$ cat config.mk
export PLATFORM = sky130hd
export DESIGN_NAME = beam_scan_ctrl
export DESIGN_NICKNAME = d
export VERILOG_FILES = /design/src/rtl/beam_pkg.sv /design/src/rtl/peak_tracker.sv /design/src/rtl/beam_scan_ctrl.sv
export SDC_FILE = /design/constraint.sdc
export NUM_CORES = 1
export LEC_CHECK = 0
export ABC_AREA = 0
export CAP_MARGIN = 20
export CORE_UTILIZATION = 28
export CTS_CLUSTER_SIZE = 40
export DETAILED_ROUTE_END_ITERATION = 6
export PLACE_DENSITY = 0.67
export SLEW_MARGIN = 10
export SYNTH_ARGS = -nofsm -noshare
export SYNTH_HDL_FRONTEND = slang
export SYNTH_SLANG_ARGS = --single-unit
$ cat constraint.sdc
create_clock -name clk -period 3.15 [get_ports clk]
set_input_delay 0.315 -clock clk [delete_from_list [all_inputs] [get_ports clk]]
set_output_delay 0.315 -clock clk [all_outputs]
set_load 0.05 [all_outputs]
$ cat src/rtl/beam_pkg.sv
// Shared constants and FSM state type for the beam scan controller.
package beam_pkg;

  localparam int WORD_LENGTH = 16;
  localparam int N_ANGLES    = 181;
  localparam int ANG_W       = $clog2(N_ANGLES);
  localparam int PWR_W       = 2 * (2 * WORD_LENGTH + 3) + 1;

  typedef enum logic [1:0] {
    IDLE,
    SCAN,
    DRAIN,
    DONE
  } state_t;

endpackage

$ cat src/rtl/peak_tracker.sv
// Running maximum of datapath power over one scan; the earliest angle wins a tie.
module peak_tracker #(
  parameter int ANG_W = beam_pkg::ANG_W,
  parameter int PWR_W = beam_pkg::PWR_W
) (
  input  logic             clk,
  input  logic             rst_n,
  input  logic             clear,
  input  logic             cmp_v,
  input  logic [ANG_W-1:0] cmp_idx,
  input  logic [PWR_W-1:0] dp_power,
  output logic [PWR_W-1:0] peak_power,
  output logic [ANG_W-1:0] peak_idx
);

  logic seen;

  // NOTE: reset is sampled on the clock edge, so it sits inside the clocked block, not in the sensitivity list.
  always_ff @(posedge clk) begin
    if (!rst_n) begin
      seen       <= 1'b0;
      peak_power <= '0;
      peak_idx   <= '0;
    end else if (clear) begin
      seen <= 1'b0;
    end else if (cmp_v && (!seen || dp_power > peak_power)) begin
      seen       <= 1'b1;
      peak_power <= dp_power;
      peak_idx   <= cmp_idx;
    end
  end

endmodule

$ cat src/rtl/beam_scan_ctrl.sv
// Snapshot-in / peak-out sequencer that walks the steering ROM for the power datapath.
// Define BEAM_SCAN_STREAM_EN to build the per-angle power stream on pwr_valid/pwr_idx/pwr_data.
module beam_scan_ctrl #(
  parameter int WORD_LENGTH = beam_pkg::WORD_LENGTH,
  parameter int N_ANGLES    = beam_pkg::N_ANGLES,
  parameter int ANG_W       = $clog2(N_ANGLES),
  parameter int PWR_W       = 2 * (2 * WORD_LENGTH + 3) + 1,
  parameter int CFG_W       = $clog2(N_ANGLES + 1)
) (
  input  logic                          clk,
  input  logic                          rst_n,
  input  logic                          in_valid,
  output logic                          in_ready,
  input  logic signed [WORD_LENGTH-1:0] I_x1,
  input  logic signed [WORD_LENGTH-1:0] I_x2,
  input  logic signed [WORD_LENGTH-1:0] I_x3,
  input  logic signed [WORD_LENGTH-1:0] I_x4,
  input  logic signed [WORD_LENGTH-1:0] Q_x1,
  input  logic signed [WORD_LENGTH-1:0] Q_x2,
  input  logic signed [WORD_LENGTH-1:0] Q_x3,
  input  logic signed [WORD_LENGTH-1:0] Q_x4,
  input  logic        [CFG_W-1:0]       cfg_num_angles,
  input  logic                          abort,
  output logic signed [WORD_LENGTH-1:0] snap_I1,
  output logic signed [WORD_LENGTH-1:0] snap_I2,
  output logic signed [WORD_LENGTH-1:0] snap_I3,
  output logic signed [WORD_LENGTH-1:0] snap_I4,
  output logic signed [WORD_LENGTH-1:0] snap_Q1,
  output logic signed [WORD_LENGTH-1:0] snap_Q2,
  output logic signed [WORD_LENGTH-1:0] snap_Q3,
  output logic signed [WORD_LENGTH-1:0] snap_Q4,
  output logic        [ANG_W-1:0]       steer_addr,
  output logic                          steer_en,
  input  logic        [PWR_W-1:0]       dp_power,
  output logic                          result_valid,
  input  logic                          result_ready,
  output logic        [PWR_W-1:0]       peak_power,
  output logic        [ANG_W-1:0]       peak_idx,
  output logic                          busy,
  output logic                          pwr_valid,
  output logic        [ANG_W-1:0]       pwr_idx,
  output logic        [PWR_W-1:0]       pwr_data
);

  import beam_pkg::*;

  state_t           state, state_nx;
  logic [ANG_W-1:0] addr, last_addr, cmp_idx;
  logic             cmp_v, take, abort_act, last_hit;
  logic [CFG_W-1:0] num_sel;

  assign take      = in_valid && (state == IDLE);
  assign abort_act = abort && (state != IDLE);
  assign last_hit  = (addr == last_addr);
  // Zero or out-of-range counts fall back to a full sweep.
  assign num_sel   = (cfg_num_angles == '0 || cfg_num_angles > CFG_W'(N_ANGLES))
                     ? CFG_W'(N_ANGLES) : cfg_num_angles;

  always_ff @(posedge clk) begin
    if (!rst_n) state <= IDLE;
    else        state <= state_nx;
  end

  always_comb begin
    // NOTE: default first, so every path assigns state_nx and no latch is inferred.
    state_nx = state;
    unique case (state)
      IDLE:    if (in_valid) state_nx = SCAN;
      SCAN:    if (abort) state_nx = IDLE; else if (last_hit) state_nx = DRAIN;
      DRAIN:   state_nx = abort ? IDLE : DONE;
      DONE:    if (abort || result_ready) state_nx = IDLE;
      default: state_nx = IDLE;
    endcase
  end

  // NOTE: non-blocking assignments keep every register reading pre-edge values.
  always_ff @(posedge clk) begin
    if (!rst_n) begin
      {snap_I1, snap_I2, snap_I3, snap_I4} <= '0;
      {snap_Q1, snap_Q2, snap_Q3, snap_Q4} <= '0;
      addr      <= '0;
      last_addr <= '0;
      cmp_v     <= 1'b0;
      cmp_idx   <= '0;
    end else begin
      if (take) begin
        {snap_I1, snap_I2, snap_I3, snap_I4} <= {I_x1, I_x2, I_x3, I_x4};
        {snap_Q1, snap_Q2, snap_Q3, snap_Q4} <= {Q_x1, Q_x2, Q_x3, Q_x4};
        last_addr <= ANG_W'(num_sel - 1'b1);
        addr      <= '0;
      end else if (state == SCAN && !last_hit) begin
        addr <= addr + 1'b1;
      end
      // ROM data lags the address by one cycle; this pair names the angle dp_power reflects.
      cmp_v   <= (state == SCAN) && !abort;
      cmp_idx <= addr;
    end
  end

  peak_tracker #(.ANG_W(ANG_W), .PWR_W(PWR_W)) u_peak (
    .clk        (clk),
    .rst_n      (rst_n),
    .clear      (take || abort_act),
    .cmp_v      (cmp_v && !abort_act),
    .cmp_idx    (cmp_idx),
    .dp_power   (dp_power),
    .peak_power (peak_power),
    .peak_idx   (peak_idx)
  );

  assign in_ready     = rst_n && (state == IDLE);
  assign steer_en     = (state == SCAN);
  assign steer_addr   = addr;
  assign result_valid = (state == DONE);
  assign busy         = (state == SCAN) || (state == DONE);

`ifdef BEAM_SCAN_STREAM_EN
  always_ff @(posedge clk) begin
    if (!rst_n) begin
      pwr_valid <= 1'b0;
      pwr_idx   <= '0;
      pwr_data  <= '0;
    end else begin
      pwr_valid <= cmp_v && !abort_act;
      pwr_idx   <= cmp_idx;
      pwr_data  <= dp_power;
    end
  end
`else
  assign pwr_valid = 1'b0;
  assign pwr_idx   = '0;
  assign pwr_data  = '0;
`endif

endmodule

==> impl_metrics.tcl <==
set metrics [dict create \
    grt_pass1_wl_um 53700 \
    totalPowerFinal_w 0.00857 \
    hold_viol_final 0 \
    port_buffers 430 \
    rows 73 \
    cts_max_path_buffers 3 \
    p_int_w 0.00601 \
    final_max_slew_viol_count 0 \
    pwr-share-seq_pct 37.3 \
    wl_per_cell_um 15.2 \
    dpl_cell_area_um2 16100 \
    wl_um 35600 \
    clock_power_share_pct 41.0 \
    design_area_um2 17200 \
    n_fill_cell 3959 \
    worst_hold_slack_ns 0.278 \
    yosys_warnings 0 \
    hold_start "rst_n" \
    synth_common_cells "nand2_1 (448), dfxtp_1 (235), a21boi_0 (131)" \
    drc_errors 0 \
    yosysMostFrequentCell "nand2_1" \
    synth_edf_count 0 \
    die_x_um 204 \
    wl_met3_um 3290 \
    dr.max_layer_used "met5" \
    syn_area_um2 11400 \
    r2r-end "u_peak.peak_power[47]$_SDFFE_PN0P_" \
    gr-total-overflow 0 \
    diodes 0 \
    worst_pin_slew_ns 0.884 \
    switching_power_w 0.00256 \
    hold_depth 2 \
    p_per_area_nw_per_um2 500 \
    critPathCaptureType "register" \
    fin_crit_sh_pct 94.0 \
    yosysTopAreaCellShare_pct 41.2 \
    cp.buffers_inverters 5 \
    worstSetupPathType "reg -> reg" \
    antenna_found_initial 3 \
    irDropWorstVdd_v 0.000360 \
    leakage_nw 6.40 \
    run_status "complete, no violations" \
    syn_avg_cell_area_um2 8.29 \
    slew_headroom_pct 41.1 \
    die_height_um 204 \
    area_delta_synth_final_pct 50.1 \
    clock-sinks 235 \
    syn_inst 1378 \
    setup_ws_ns 0.188 \
    drt_iter0_markers 341 \
    drive_gt1_share_pct 4.79 \
    grt_pass1_vias 10000 \
    numCtsBuffers 28 \
    critical_path.max_fanout 29 \
    num_vias 10300 \
    clock_latency_ns 0.55 \
    clkTransAtPathRegs_ns 0.06 \
    drt_pass1_iterations 5 \
    crit_required_ns 3.63 \
    r2r_slack_ns 0.19 \
    max_freq_ghz 0.338 \
    min_to "u_peak.seen$_SDFFE_PP0P_" \
    post-place-ws_ns -0.623 \
    synth.yosys.seq_area_share_pct 41.2 \
    grt_max_degree 167 \
    wl_met2_um 17400 \
    start_kind "register" \
    synth_ff_type "dfxtp_1" \
    finalNetCount 2081 \
    start_util_pct 28.6 \
    cts_root_buf "clkbuf_16" \
    antenna_left 0 \
    fp.dieArea_um2 41600 \
    path_depth 13 \
    worst_path_max_delay_cell "nor4_4" \
    synth_area_leaders "dfxtp_1 (41%), nand2_1 (15%), a21boi_0 (8.6%)" \
    cts_tree "built" \
    drv_cap 0 \
    cts.hold.buffers_added 0 \
    gp_congestion 0.867 \
    coreArea_um2 40000 \
    grt.total_usage_pct 16.2 \
    ys_async_sr_fraction_pct 0 \
    htreeDepth 1 \
    r2r_cells 13 \
    min_period_ns 2.96 \
    path_delay_family "simple AND/OR/NAND/NOR gates" \
    crit_chain "inv_1 -> ha_1 -> nand4_1 -> nor4_4 -> buf_4 -> nand4_1 -> nor3_2 -> a2111oi_0 -> buf_4 -> a21oi_4 -> buf_12 -> buf_16 -> mux2i_1" \
    via_per_inst 4.41 \
    fin_skew_ns 0.0230 \
    dp_hpwl_um 26200 \
    sw_frac_of_total_pct 29.9 \
    hold_path_class "in -> reg" \
    finalSetupViolCount 0 \
    m1WireLength_um 14000 \
    arrival_ns 3.44 \
    rr_startpoint "u_peak.peak_power[25]$_SDFFE_PN0P_" \
    synth_top_area_cell "dfxtp_1" \
    io_pins 511 \
    synth.distinct_cells 46 \
    synth-seq-cells 235 \
    slowest_delay_ns 0.40 \
    combPwrFrac_pct 21.7 \
]
## cells in the final DEF, fill, tap and decap left out, types with 6 or more instances in the layout
cell	instances
dfxtp_1	235
xnor2_1	14
conb_1	80
nor3_1	9
a21oi_1	32
buf_4	27
clkdlybuf4s50_1	429
a21boi_0	131
xor2_1	6
clkbuf_8	7
nand4_1	18
nand3_1	12
mux2i_1	81
clkbuf_16	30
inv_1	76
nor2_1	16
o21ai_0	15
nand2_1	447
ha_1	73
and2_1	11
## power by group through the flow
stage	combinational, W	sequential (W)	clock, W
floorplan	0.000776	0.00370	0
global placement	0.00185	0.00325	0
detailed placement	0.00186	0.00326	0
CTS	0.00187	0.00319	0.00363
global route	0.00199	0.00321	0.00374
finish	0.00186	0.00319	0.00352
## worst register-to-register path, delay by kind of cell (launching register included)
family	cells	cell delay, ns
AOI/OAI and AO/OA	2	0.29
buffers and inverters	5	0.77
muxes	1	0.23
adders and majority gates	1	0.30
DFF	1	0.37
and+or+nand+nor	4	0.95
## logic make-up (layout without fill, tap and decap cells)
kind of cell / count (synthesis) / count (layout) / share of synthesized area [%]
fa+ha+maj: 73 / 73 / 7.99
xor+xnor: 20 / 20 / 1.53
compound gates: 202 / 202 / 12.4
other cells: 1 / 80 / 0.0328
simple gates: 535 / 535 / 19.2
mux: 81 / 81 / 7.09
buf+inv: 231 / 589 / 10.6
flops: 235 / 235 / 41.2
## per-layer routing
layer	vias up	track usage [%]
met1	4751	18.1
met5	-	0
met2	349	28.7
met4	6	4.85
met3	55	5.84
li1	5169	-
## timing repair
action                                  in CTS  in global routing
endpoints found under the setup margin      79                 79
gates resized for setup                      2                  4
cloned                                       1                  1
buffers inserted                             0                  1
pin swaps                                    0                  2
## cell type report
| type | count | area, um2 | area share, % |
|---|---|---|---|
| multi-input cells | 991 | 5850 | 34.1 |
| well taps | 525 | 657 | 3.83 |
| clock buffers | 40 | 827 | 4.82 |
| inverters | 76 | 285 | 1.66 |
| flip-flops and latches | 235 | 4700 | 27.4 |
| clock inverters | 9 | 174 | 1.01 |
| repair buffers | 464 | 4660 | 27.2 |
## how the worst max path moves through the flow
stage | startpoint | to | slack [ns]
after floorplan | u_peak.peak_power[29]$_SDFFE_PN0P_ | u_peak.peak_idx[0]$_SDFFE_PN0P_ | 0.27
after global placement | dp_power[36] | u_peak.peak_idx[5]$_SDFFE_PN0P_ | -0.44
after detailed placement | dp_power[36] | u_peak.peak_idx[3]$_SDFFE_PN0P_ | -0.62
after CTS | u_peak.peak_power[36]$_SDFFE_PN0P_ | u_peak.peak_power[14]$_SDFFE_PN0P_ | 0.02
after global routing | u_peak.peak_power[26]$_SDFFE_PN0P_ | u_peak.peak_power[8]$_SDFFE_PN0P_ | -0.001
final | u_peak.peak_power[25]$_SDFFE_PN0P_ | u_peak.peak_power[47]$_SDFFE_PN0P_ | 0.19
## through the flow
stage                     util (%)  setup TNS (ns)  instances
after floorplan                  -               0       1457
after global placement        40.1          -33.28       2288
after detailed placement      40.1          -42.77       2288
after CTS                     42.7               0       2338
after global routing          42.9        -0.00118       2340
final                         42.9               0       2340
## registers in the layout (all words and copies together), names as in the netlist
register           count
steer_addr             8
last_addr              8
u_peak.peak_idx        8
snap_Q4               16
state                  2
snap_Q1               16
snap_I2               16
u_peak.peak_power     71
snap_I1               16
u_peak.seen            1
cmp_idx                8
cmp_v                  1
snap_Q2               16
snap_Q3               16
snap_I3               16
snap_I4               16
(Power assumes the default switching activity.)
